$ cat config.mk
export PLATFORM = sky130hd
export DESIGN_NAME = riscv_mem_arbiter
export DESIGN_NICKNAME = d
export VERILOG_FILES = /design/src/rtl/riscv_mem_arbiter.sv
export SDC_FILE = /design/constraint.sdc
export NUM_CORES = 1
export LEC_CHECK = 0
export CAP_MARGIN = 25
export CORE_MARGIN = 4
export CORE_UTILIZATION = 39
export CTS_BUF_LIST = sky130_fd_sc_hd__clkbuf_8
export DETAILED_ROUTE_END_ITERATION = 16
export PLACE_DENSITY = 0.88
export RECOVER_POWER = 25
export SLEW_MARGIN = 20
export SYNTH_ARGS = -nofsm -noshare
export SYNTH_HDL_FRONTEND = slang
export SYNTH_SLANG_ARGS = --single-unit
$ cat constraint.sdc
create_clock -name clk -period 3.5 [get_ports clk]
set_clock_uncertainty 0.1 [all_clocks]
set_input_delay 0.525 -clock clk [delete_from_list [all_inputs] [get_ports clk]]
set_output_delay 0.525 -clock clk [all_outputs]
set_load 0.02 [all_outputs]
$ cat src/rtl/riscv_mem_arbiter.sv
// Single-port memory arbiter between the RV32I fetch port and load/store port.
// Optional macro RISCV_ARB_RR_EN selects round-robin conflict resolution; otherwise data wins.
`timescale 1ns/1ps
module riscv_mem_arbiter #(
    parameter int unsigned       ADDR_W       = 32,
    parameter int unsigned       DATA_W       = 32,
    parameter int unsigned       TIMEOUT_CYC  = 255,
    parameter logic [DATA_W-1:0] TIMEOUT_DATA = DATA_W'(32'hDEAD_BEEF)
) (
    input  logic              clk,
    input  logic              rst_n,
    input  logic              i_inst_rd_en,
    input  logic [ADDR_W-1:0] i_inst_addr,
    output logic              o_instr_ready,
    output logic [DATA_W-1:0] o_instr_data,
    input  logic              i_data_rd_en_ma,
    input  logic              i_data_wr_en_ma,
    input  logic [1:0]        i_data_rd_en_ctrl,
    input  logic [ADDR_W-1:0] i_data_addr,
    input  logic [DATA_W-1:0] i_data_wr,
    output logic              o_data_ready,
    output logic [DATA_W-1:0] o_data_rd,
    output logic              o_mem_req,
    output logic              o_mem_we,
    output logic [ADDR_W-1:0] o_mem_addr,
    output logic [DATA_W-1:0] o_mem_wdata,
    output logic [1:0]        o_mem_size,
    input  logic              i_mem_ready,
    input  logic [DATA_W-1:0] i_mem_rdata,
    output logic              o_timeout
);

    localparam int unsigned      CNT_W   = (TIMEOUT_CYC > 0) ? $clog2(TIMEOUT_CYC + 1) : 1;
    localparam logic [CNT_W-1:0] CNT_MAX = CNT_W'(TIMEOUT_CYC);
    localparam logic [1:0]       SIZE_WORD = 2'b10;

    typedef enum logic [1:0] {
        IDLE       = 2'd0,
        INSTR_XFER = 2'd1,
        DATA_XFER  = 2'd2
    } state_e;

    state_e            state_q, state_d;
    logic [ADDR_W-1:0] addr_q, addr_d;
    logic [DATA_W-1:0] wdata_q, wdata_d;
    logic              we_q, we_d;
    logic [1:0]        size_q, size_d;
    logic [CNT_W-1:0]  cnt_q, cnt_d;
`ifdef RISCV_ARB_RR_EN
    // 1 = data side preferred on the next conflict
    logic              ptr_q, ptr_d;
`endif

    logic              data_req_c;
    logic              grant_data_c;
    logic              xfer_c;
    logic              timeout_c;
    logic              done_c;
    logic [DATA_W-1:0] rd_val_c;

    always_comb begin
        data_req_c = i_data_rd_en_ma | i_data_wr_en_ma;
`ifdef RISCV_ARB_RR_EN
        grant_data_c = data_req_c && (!i_inst_rd_en || ptr_q);
`else
        grant_data_c = data_req_c;
`endif
        xfer_c    = (state_q != IDLE);
        timeout_c = (TIMEOUT_CYC != 0) && xfer_c && !i_mem_ready && (cnt_q == CNT_MAX);
        done_c    = xfer_c && (i_mem_ready || timeout_c);
        rd_val_c  = timeout_c ? TIMEOUT_DATA : i_mem_rdata;
    end

    // Next-state and captured request fields
    always_comb begin
        state_d = state_q;
        addr_d  = addr_q;
        wdata_d = wdata_q;
        we_d    = we_q;
        size_d  = size_q;
        cnt_d   = cnt_q;
`ifdef RISCV_ARB_RR_EN
        ptr_d   = ptr_q;
`endif
        case (state_q)
            IDLE: begin
                if (grant_data_c) begin
                    state_d = DATA_XFER;
                    addr_d  = i_data_addr;
                    wdata_d = i_data_wr;
                    we_d    = i_data_wr_en_ma;
                    size_d  = (i_data_rd_en_ctrl == 2'b11) ? SIZE_WORD : i_data_rd_en_ctrl;
                    cnt_d   = '0;
`ifdef RISCV_ARB_RR_EN
                    ptr_d   = 1'b0;
`endif
                end else if (i_inst_rd_en) begin
                    state_d = INSTR_XFER;
                    addr_d  = i_inst_addr;
                    wdata_d = '0;
                    we_d    = 1'b0;
                    size_d  = SIZE_WORD;
                    cnt_d   = '0;
`ifdef RISCV_ARB_RR_EN
                    ptr_d   = 1'b1;
`endif
                end
            end
            default: begin
                if (done_c) begin
                    state_d = IDLE;
                end else if (cnt_q != CNT_MAX) begin
                    cnt_d = cnt_q + CNT_W'(1);
                end
            end
        endcase
    end

    always_ff @(posedge clk or negedge rst_n) begin
        if (!rst_n) begin
            state_q <= IDLE;
            addr_q  <= '0;
            wdata_q <= '0;
            we_q    <= 1'b0;
            size_q  <= 2'b00;
            cnt_q   <= '0;
`ifdef RISCV_ARB_RR_EN
            ptr_q   <= 1'b1;
`endif
        end else begin
            state_q <= state_d;
            addr_q  <= addr_d;
            wdata_q <= wdata_d;
            we_q    <= we_d;
            size_q  <= size_d;
            cnt_q   <= cnt_d;
`ifdef RISCV_ARB_RR_EN
            ptr_q   <= ptr_d;
`endif
        end
    end

    // Completion is combinational so the core sees ready in the memory's ready cycle
    assign o_mem_req     = xfer_c;
    assign o_mem_we      = we_q;
    assign o_mem_addr    = addr_q;
    assign o_mem_wdata   = wdata_q;
    assign o_mem_size    = size_q;
    assign o_instr_ready = done_c && (state_q == INSTR_XFER);
    assign o_data_ready  = done_c && (state_q == DATA_XFER);
    assign o_instr_data  = o_instr_ready ? rd_val_c : '0;
    assign o_data_rd     = o_data_ready ? rd_val_c : '0;
    assign o_timeout     = timeout_c;

endmodule

Word level (Yosys, flattened, before mapping)
Index checks and enable logic that the tools add are counted.
- register bits after elaboration: 77
- input bits: 136
- output and inout port bits: 135
- add/sub/neg operators: 1
- equal/unequal tests: 7
- muxes and demuxes: 21
- bitwise operators: 1
- reductions and logical operators: 15
- operators with widths (cell ; number):
    2-to-1 mux 32 bit ; 7
    2-to-1 mux 8 bit ; 5
    2-to-1 mux 2 bit ; 7
    adder 8 x 1 -> 8 bit (second input constant) ; 1
    == test 8 bit (second input constant) ; 1
    inequality test 8 bit (second input constant) ; 1
    nonzero test 2 bit ; 4
    logical AND 1 bit ; 5
    == test 2 bit (second input constant) ; 2
    AND reduction 2 bit ; 2
    inequality test 3 bit (second input constant) ; 1
    AND reduction 3 bit ; 1
    == test 2 x 1 -> 1 bit (second input constant) ; 1
    zero test 2 bit ; 1
    2-to-1 mux 1 bit ; 2
    inequality test 2 x 1 -> 1 bit (second input constant) ; 1
    zero test 1 bit ; 1
    logical OR 1 bit ; 1
    bitwise OR 1 bit ; 1

Depth between registers and ports, before layout
- word-level depth: 7
- mapped depth: 8

Least setup slack after synthesis
OpenSTA, ideal clock, no wires.
- kind: reg-to-output
- start point: register cnt_q[0]
- end point: output o_data_rd[17]
- arrival: 1.712 ns
- required time: 2.875 ns
- slack: 1.163 ns
- cell stages (with the launch flop): 7
- path through: dfrtp_1 ha_1 and4_4 a41oi_4 nor3b_4 buf_6 and3_1
- cells in the longest elaborated chain, start to end: 6
- elaborated cells between the ends (all ways): 7
- ends and longest elaborated chain (element ; line ; source):
    start: declaration ; 48 ; logic [CNT_W-1:0] cnt_q, cnt_d;
    start signal: assignment ; 136 ; cnt_q <= cnt_d;
    == test 8 bit (*) ; 69 ; timeout_c = (TIMEOUT_CYC != 0) && xfer_c && !i_mem_ready && (cnt_q == CNT_MAX);
    logical AND 1 bit (*) ; 69 ;
    logical OR 1 bit ; 70 ; done_c = xfer_c && (i_mem_ready || timeout_c);
    logical AND 1 bit ; 70 ;
    logical AND 1 bit ; 150 ; assign o_data_ready = done_c && (state_q == DATA_XFER);
    2-to-1 mux 32 bit (*) ; 152 ; assign o_data_rd = o_data_ready ? rd_val_c : '0;
    end: declaration ; 22 ; output logic [DATA_W-1:0] o_data_rd,
Mark *: on every way between the ends. The rest lies on a longest branch, timed or not.

Final worst setup path
- start point: register cnt_q[1]
- end point: output o_instr_data[27]
- cells in the longest elaborated chain, start to end: 6
- elaborated cells between the ends (all ways): 7
- ends and longest elaborated chain (element ; line ; source):
    == test 8 bit (*) ; 69 ;
    logical AND 1 bit (*) ; 69 ;
    logical OR 1 bit ; 70 ;
    logical AND 1 bit ; 70 ;
    logical AND 1 bit ; 149 ; assign o_instr_ready = done_c && (state_q == INSTR_XFER);
    2-to-1 mux 32 bit (*) ; 151 ; assign o_instr_data = o_instr_ready ? rd_val_c : '0;
    end: declaration ; 15 ; output logic [DATA_W-1:0] o_instr_data,
Marked as above.

==> metrics.yaml <==
global_routing:
  grt.total_usage_pct: 23.6
  grt_max_degree: 78
  grt_overflow_total: 0
  grt_pass1_wl_um: 21200
  grt_pass1_vias: 4035
  antenna_found_initial: 0
critical_path:
  cp_slowest_stage_delay_ns: 0.62
  worstSetupStartpointType: "register"
  path_buf_inv: 2
  cp_max_fo: 33
  worstPathArrival_ns: 2.69
  critPathKind: "reg -> out"
  crit_slowest_cell: "clkdlybuf4s50_1"
  setup.worst_path.end_class: "primary output"
  critical_path_required_ns: 2.87
  cp_top_family: "buffers and inverters"
  crit_chain: "ha_1, and4_4, a41oi_4, nor3b_4, buf_6, o21a_1, clkdlybuf4s50_1"
place:
  finalWeightedCongestion: 0.842
  dp.cells: 731
  placed_cell_area_um2: 6630
  place_hpwl_um: 11000
  portBuffers: 270
cts:
  insertion_delay_ns: 0.34
  postCtsSetupBuffers: 0
  htree_levels: 3
  clock-sinks: 77
  clkTransAtPathRegs_ns: 0.08
  tritoncts: "yes"
  cts-root-buf: "clkbuf_8"
  clockBufferDepth: 2
  cts_buffers: 9
synthesis:
  ys_seq_area_share_pct: 50.1
  synth_cell_types: 34
  synthCells: 354
  syn_area_per_cell_um2: 10.9
  ys_ff_latch: 77
  yosys_warnings: 0
  syn_area_um2: 3850
  synth_nets: 491
outcome:
  violations: "max-capacitance violations, max-slew violations"
  run_status: "finished, violations left"
detailed_routing:
  totalWireLength_um: 14000
  dr.pass1.iters: 4
  drt_iter0_drc: 230
  vias_per_cell: 5.19
  ant_nets: 0
  num_vias: 3885
  drc: 0
  wl_per_cell_um: 18.7
floorplan:
  start_util_pct: 40.9
  num_rows: 35
  io_pins: 271
  die_w_um: 107
  core_um2: 9420
  dieArea_um2: 11500
  die_y_um: 107
pwr:
  power.leakage_nw: 2.99
  powerDensity_nw_per_um2: 684
  finalPower_mw: 4.67
  ir_drop_mv: 0.325
min_path:
  worstHoldPathType: "reg -> reg"
cells_and_area:
  final_cells: 748
  drive_above_1_share_pct: 6.95
  final_area_um2: 6820
  area_delta_synth_final_pct: 77.2
  insertedDiodeCount: 0
  fin_nets: 751
sta:
  finalHoldViolations: 0
  drv_slew: 34
  setup_viol: 0
  maxSlewHeadroom_pct: -12.5
  max_freq_mhz: 302
  final.setup.tns_ns: 0
  fin_crit_ns: 3.31
  fin_hold_ws_ns: 0.388
  tightest_slew_ns: 1.69
  rsz0062_at_grt: "no"
  finalCritPeriodShare_pct: 94.7
job:
  maxCapViolations: 1
power breakdown:
| part | internal [mW] | switching (mW) | total (mW) |
|---|---|---|---|
| Combinational | 1.23 | 1.30 | 2.52 |
| Sequential | 1.29 | 0.249 | 1.54 |
| Clock | 0.276 | 0.333 | 0.609 |
logic make-up (layout without fill, tap and decap cells):
family / after synthesis / count (layout) / share of synthesized area (%)
muxes: 33 / 33 / 8.58
AOI/OAI and AO/OA: 131 / 131 / 25.2
buffers and inverters: 34 / 299 / 5.14
xor gates and xnor gates: 2 / 2 / 0.455
adders and majority gates: 1 / 1 / 0.325
DFF: 77 / 77 / 50.1
and+or+nand+nor: 76 / 76 / 10.2
through the flow:
step	utilization, %	setup slack [ns]
5_1_grt	72.4	0.0344
4_1_cts	72.3	0.0812
6_report	72.4	0.187
3_5_place_dp	70.4	0.341
3_3_place_gp	70.4	0.386
2_1_floorplan	-	1.16
repair_timing:
action                     CTS  global route
resized for setup            0             5
hold buffers                 0             0
setup endpoints to repair    0            62
flip-flops by register name (all words and copies together) (netlist names):
name,cells
o_mem_we,1
state_q,2
o_mem_size,2
cnt_q,8
o_mem_addr,32
o_mem_wdata,32
layout make-up:
cell class | count | area (µm²)
clock buffer | 10 | 138
clock inverter | 6 | 38.8
fill | 646 | 2590
inverter | 4 | 15.0
multi-input combinational | 243 | 1730
sequential | 77 | 1930
tap | 129 | 161
timing repair buffer | 279 | 2810
cell usage in the layout, fill, tap and decap left out, types with 3 or more instances in the layout:
cell type	Yosys	layout
clkdlybuf4s50_1	0	266
dfrtp_1	77	76
o21a_1	49	49
nand2_1	38	38
mux2i_1	33	33
o21ai_0	33	33
a22o_1	32	32
and3_1	10	10
clkbuf_8	0	10
nor2_1	8	8
and3_2	7	7
inv_1	3	5
nand3_1	5	5
buf_4	1	5
o211ai_1	3	3
buf_12	0	3
worst paths after layout:
path	from	endpoint	slack [ns]	cells after the start
max in group asynchronous	rst_n	cnt_q[0]	0.87	2
setup / recovery	cnt_q[1]	o_instr_data[27]	0.19	7
hold / removal	o_mem_addr[11]	o_mem_addr[11]	0.39	2
setup reg to reg	state_q[1]	o_mem_wdata[11]	1.57	5
hold reg to reg	o_mem_addr[11]	o_mem_addr[11]	0.39	2
min in group asynchronous	rst_n	o_mem_addr[18]	0.50	1
layer usage:
metal / track usage [%] / share of wire (%) / up-vias
li1: - / - / 1812
met1: 25.3 / 36 / 1824
met2: 41.5 / 50 / 210
met3: 7.20 / 9.2 / 39
met4: 12.5 / 4.9 / 0
met5: 0 / 0 / -
synth_stat cells:
master | instances | area, µm²
o21ai_2 | 2 | 17.5
nand4_1 | 2 | 12.5
nor3b_4 | 2 | 37.5
ha_1 | 1 | 12.5
buf_2 | 17 | 85.1
buf_4 | 1 | 7.51
inv_1 | 3 | 11.3
nor2_1 | 8 | 30.0
a41oi_4 | 1 | 27.5
or2_2 | 1 | 6.26
or4_1 | 1 | 7.51
nand2_1 | 38 | 143
a32o_1 | 2 | 20.0
o31ai_1 | 2 | 15.0
o21a_1 | 49 | 368
and3_2 | 7 | 52.6
buf_6 | 6 | 67.6
and4_4 | 1 | 11.3
a21oi_1 | 2 | 10.0
xor2_1 | 2 | 17.5
a21o_1 | 1 | 7.51
clkbuf_1 | 6 | 22.5
and3_1 | 10 | 62.6
o311ai_0 | 1 | 8.76
o41ai_1 | 2 | 17.5
o21ba_2 | 1 | 10.0
nor2_2 | 1 | 6.26
nand3_1 | 5 | 25.0
a22o_1 | 32 | 280
o21ai_0 | 33 | 165
dfrtp_1 | 77 | 1930
mux2i_1 | 33 | 330
o211ai_1 | 3 | 22.5
inv_2 | 1 | 3.75
worst reg2reg max path: cells and delay by family (launching register included):
family / cells / cell delay, ns
AOI/OAI and AO/OA: 1 / 0.25
and+or+nand+nor: 2 / 0.58
DFF: 1 / 0.46
buffers and inverters: 2 / 0.49
(Power assumes the default switching activity.)
==> RTL edit 1, RTL diff (config.mk and constraints unchanged) <==
Register the output `o_timeout`; this adds one clock of latency there. The other outputs are not delayed to match.
--- a/src/rtl/riscv_mem_arbiter.sv
+++ b/src/rtl/riscv_mem_arbiter.sv
@@ -150,7 +150,9 @@
     assign o_data_ready  = done_c && (state_q == DATA_XFER);
     assign o_instr_data  = o_instr_ready ? rd_val_c : '0;
     assign o_data_rd     = o_data_ready ? rd_val_c : '0;
-    assign o_timeout     = timeout_c;
+    always_ff @(posedge clk) begin
+        o_timeout <= timeout_c;
+    end
 
 endmodule
 
Check against the original RTL: same outputs for any inputs over 10 cycles, from zero or initial values and one cycle with rst_n low; that may be too few to reach the edited logic, so the function may still have changed.
==> RTL edit 1 against the original RTL <==
  * Global-route usage shrank 2.4 points
  * Final area rose by 1.3%
  * Wire length fell by 7.4%
  * Worst setup slack worse by 0.071 ns
  * Sequential cell count grew 1
  * Worst hold slack worse by 0.0092 ns
  * Critical path type unchanged
  * Count of clock-buffer cells in the layout is the same
  * Area after synthesis increased by 0.52%
  * Total power is 3.1% higher
==> RTL edit 1: results (changes against the original RTL) <==
- Xor/xnor cell area share of the yosys netlist: 0.00453 (-0.0000236)
- DRT iter0 DRCs: 187 (-19%)
- FILL cells: 746 (+15%)
- GP Congestion: 0.784 (-6.8%)
- Comb pwr share: 0.511 (-0.030)
- Hold EP: o_mem_addr[4]$_DFFE_PN0P_
- Clk root buf: clkbuf_8
- Share of cells above drive strength 1: 0.0691 (-0.000335)
- Dominant cells by area after synthesis: dfrtp_1 (50%), o21a_1 (9.5%), mux2i_1 (8.5%)
- P_sw: 1820 uW (-3.4%)
- Synth Area in Compound Gates: 0.251 (-0.00130)
- PwrDens: 697 nW/um^2 (+1.8%)
- Synthesized Nets: 492 (+0.20%)
- Total Wirelength: 12900 um (-7.4%)
- Aggregate global-route resource usage: 0.212 (-0.0245)
- Hold_ws: 0.379 ns (-0.00923 ns)
- Via count: 3768 (-3.0%)
- Outcome: finished clean
- Post-synthesis adder-cell area fraction: 0.00323 (-0.0000168)
- Initial antenna violation count: 0 (unchanged)
- Setup slack, reg-to-reg: 1.22 ns (-0.35 ns)
- Sequential share of the synthesized area: 0.503 (+0.00258)
- Vias in the first global route: 3919 (-2.9%)
- Hold Crit Start: o_mem_addr[4]$_DFFE_PN0P_
- CP top delay family: buffers and inverters
- Post-DP HPWL: 10200 um (-7.1%)
- Synth unique cells: 35 (+2.9%)
- Post-Place Cell Area: 6630 sq um (about the same)
- Fraction of synthesized area in multiplexers: 0.0854 (-0.000444)
- Pleak: 0.00300 uW (+0.45%)
- RR Endpoint: o_mem_size[0]$_DFFE_PN0P_
- Post-synth top cells: dfrtp_1 (77), o21a_1 (49), nand2_1 (38), mux2i_1 (33), o21ai_0 (33)
- Async SR Flop Fraction: 0.987 (-0.0128)
- First-pass GRT wire length: 19600 um (-7.7%)
- VDD IR max: 0.526 mV (+61%)
-- RTL edit 1: kinds of logic (layout without fill, tap and decap cells) --
| kind of cell | after synthesis | in the layout |
|---|---|---|
| AO/OA/AOI/OAI | 131 | 131 |
| flip-flops | 78 | 78 |
| AND/OR/NAND/NOR | 76 | 76 |
| buffers and inverters | 34 | 301 |
| multiplexers | 33 | 33 |
| XOR/XNOR | 2 | 2 |
| adder cells (fa/ha/maj) | 1 | 1 |
-- RTL edit 1: worst max path at each step --
stage	endpoint	from	depth (start not counted)
2_1_floorplan	o_data_rd[17]	cnt_q[0]$_DFFE_PN0P_	6
3_3_place_gp	o_data_rd[27]	i_mem_ready	6
3_5_place_dp	o_data_rd[25]	i_mem_ready	6
4_1_cts	o_instr_data[14]	cnt_q[0]$_DFFE_PN0P_	7
5_1_grt	o_data_rd[2]	cnt_q[0]$_DFFE_PN0P_	7
6_report	o_instr_data[14]	cnt_q[0]$_DFFE_PN0P_	7
-- RTL edit 1: layout make-up --
type,count,area share
clock buffer,10,0.0199
clock inverter,6,0.0159
inverter,4,0.00217
multi-input combinational,243,0.251
sequential,78,0.282
tap,133,0.0241
timing repair buffer,281,0.405
-- RTL edit 1: routing by layer --
metal,up-vias,GRT usage,share of wire
met5,-,0,0
met1,1722,0.228,0.36
li1,1823,-,-
met3,26,0.0468,0.086
met4,0,0.0821,0.026
met2,197,0.398,0.53
-- RTL edit 1: through the flow --
step / setup WS (ns) / std cells / setup TNS (ns)
CTS: 0.0350 / 752 / 0
detailed placement: 0.277 / 736 / 0
finish: 0.116 / 755 / 0
global placement: 0.347 / 736 / 0
global route: -0.00254 / 755 / -0.00644
floorplan: 1.16 / 355 / 0
-- RTL edit 1: timing repair --
item	in CTS	in global routing
gates resized for setup	1	2
setup endpoints to repair	14	45
pin swaps	0	1
setup buffers	0	2
==> RTL edit 2, RTL diff (config.mk and constraints unchanged) <==
Made on the original files. The option `RISCV_ARB_RR_EN` is turned on by a define.
--- a/src/rtl/riscv_mem_arbiter.sv
+++ b/src/rtl/riscv_mem_arbiter.sv
@@ -1,6 +1,8 @@
 // Single-port memory arbiter between the RV32I fetch port and load/store port.
 // Optional macro RISCV_ARB_RR_EN selects round-robin conflict resolution; otherwise data wins.
 `timescale 1ns/1ps
+`define RISCV_ARB_RR_EN
+
 module riscv_mem_arbiter #(
     parameter int unsigned       ADDR_W       = 32,
     parameter int unsigned       DATA_W       = 32,
Formal check against the unedited RTL: not equivalent (a bounded check fails within 4 cycles, from zero or initial values and one cycle with rst_n low).
==> RTL edit 2 against the original RTL <==
  * The run still ends with max-capacitance violations, max-slew violations left
  * Synthesized cell count is 0.85% higher
  * Area after synthesis increased by 2.4%
  * Wire length fell by 4.9%
  * Total power grew 9.3%
  * Non-clock buffer count rose by 2
  * Sequential cell count increased by 1
  * Sequential share of layout area up 0.055 points
  * Worst setup slack better by 0.031 ns
  * Die area up 2.2%
  * First-iteration DRC count shrank 28%
  * Final area grew 1.1%
  * Via count decreased by 2.1%
  * Critical path type unchanged
  * Critical endpoint is now o_data_rd[24]
  * Highest routed layer unchanged
==> RTL edit 2: results (changes against the original RTL) <==
- Outcome: finished, violations left
- Violated checks: max-capacitance violations, max-slew violations
- Warnings, synthesis: 0 (unchanged)
- Aggregate global-route resource usage: 0.220 (-0.0156)
- Post-synth top cells: dfrtp_1 (77), o21a_1 (48), nand2_1 (36), mux2i_1 (34), a22o_1 (33)
- Synth unique cells: 40 (+18%)
- Via density per instance: 5.04 (-3.0%)
- Post-synthesis adder-cell area fraction: 0.00317 (-0.0000764)
- Hold Crit Start: o_mem_addr[27]$_DFFE_PN0P_
- DRT Pass-1 Iters: 4 (unchanged)
- VDD IR max: 0.423 mV (+30%)
- Share of cells above drive strength 1: 0.0756 (+0.00610)
- DRT iter0 DRCs: 166 (-28%)
- Crit path arrival time: 2.66 ns (-0.03 ns)
- Dominant cells by area after synthesis: dfrtp_1 (49%), o21a_1 (9.1%), mux2i_1 (8.6%)
- First-pass GRT wire length: 19900 um (-6.1%)
- Largest net degree at the start of global routing: 79 (+1.3%)
- Xor/xnor cell area share of the yosys netlist: 0.00444 (-0.000107)
- Synth Area in Compound Gates: 0.248 (-0.00433)
- H-tree levels: 3 (unchanged)
- Post-DP HPWL: 10400 um (-5.5%)
- Max Transition Viols Final: 40 (+18%)
- Vias in the first global route: 3908 (-3.1%)
- Slew headroom: -0.330 (-0.205)
- Worst R2R Start: state_q[1]$_DFFE_PN0P_
- Fraction of synthesized area in multiplexers: 0.0863 (+0.000523)
- Sequential share of the synthesized area: 0.496 (-0.00509)
- Crit Path Max Fanout: 33 (unchanged)
- Crit path from: cnt_q[0]$_DFFE_PN0P_
- MaxCap Viol Count: 1 (unchanged)
- FILL cells: 704 (+9.0%)
- Pleak: 0.00296 uW (-0.90%)
- Synthesized Nets: 494 (+0.61%)
- DR WL/cell: 17.6 um (-5.8%)
- # nets final: 754 (+0.40%)
- GP Congestion: 0.805 (-4.3%)
- Post-Place Cell Area: 6690 sq um (+0.87%)
## RTL edit 2: through the flow
| stage | hold slack, ns | instances | setup slack (ns) | util |
|---|---|---|---|---|
| after floorplan | 0.129 | 357 | 1.24 | - |
| after global placement | 0.363 | 738 | 0.429 | 0.681 |
| after detailed placement | 0.372 | 738 | 0.383 | 0.681 |
| after CTS | 0.242 | 754 | 0.113 | 0.702 |
| after global routing | 0.419 | 755 | 0.0568 | 0.702 |
| final | 0.385 | 755 | 0.218 | 0.702 |
## RTL edit 2: what timing repair did
item,in CTS,in global routing
hold endpoints to repair,0,0
setup endpoints to repair,0,1
resized for setup,0,1
buffers inserted,0,0
## RTL edit 2: metal layers
layer	global-route usage	routed length [um]	vias up	share of wire
met5	0	0	-	0
met4	0.0821	262	0	0.020
met3	0.0746	1320	18	0.099
met2	0.401	6840	187	0.52
met1	0.235	4850	1775	0.37
li1	-	-	1825	-
## RTL edit 2: worst paths after layout
| path | to | slack, ns | cells past startpoint |
|---|---|---|---|
| worst max-delay path | o_data_rd[24] | 0.22 | 7 |
| worst max register to register | o_mem_we$_DFFE_PN0P_ | 1.56 | 5 |
| min in group asynchronous | o_mem_wdata[15]$_DFFE_PN0P_ | 0.61 | 1 |
| max in group asynchronous | cnt_q[5]$_DFFE_PN0P_ | 0.81 | 2 |
| worst min register to register | o_mem_addr[27]$_DFFE_PN0P_ | 0.39 | 2 |
| worst min-delay path | o_mem_addr[27]$_DFFE_PN0P_ | 0.39 | 2 |
## RTL edit 2: area by class of cell
cell class	instances	area [sq um]	area share
clock buffers	10	138	0.0200
clock inverters	6	67.6	0.00980
inverters	4	15.0	0.00218
multi-input cells	243	1750	0.254
flip-flops and latches	78	1950	0.283
well taps	133	166	0.0241
repair buffers	281	2800	0.406
## RTL edit 2: critical path, stage by stage (launching register included)
cell and delay (ns):
dfrtp_1 0.42, ha_1 0.23, and4_4 0.27, a21oi_2 0.10, nor3b_4 0.18, buf_6 0.25, and3_1 0.21, clkdlybuf4s50_1 0.63
## RTL edit 2: kinds of logic after synthesis
kind of cell / after synthesis
AOI/OAI and AO/OA: 131
DFF: 78
and+or+nand+nor: 75
buffers and inverters: 36
muxes: 34
xor gates and xnor gates: 2
adders and majority gates: 1
## RTL edit 2: power breakdown
group / switching, uW / internal [uW] / leakage, uW
logic: 1500 / 1390 / 0.00187
clock network: 344 / 353 / 0.0000993
registers: 231 / 1280 / 0.000986
total: 2080 / 3030 / 0.00296
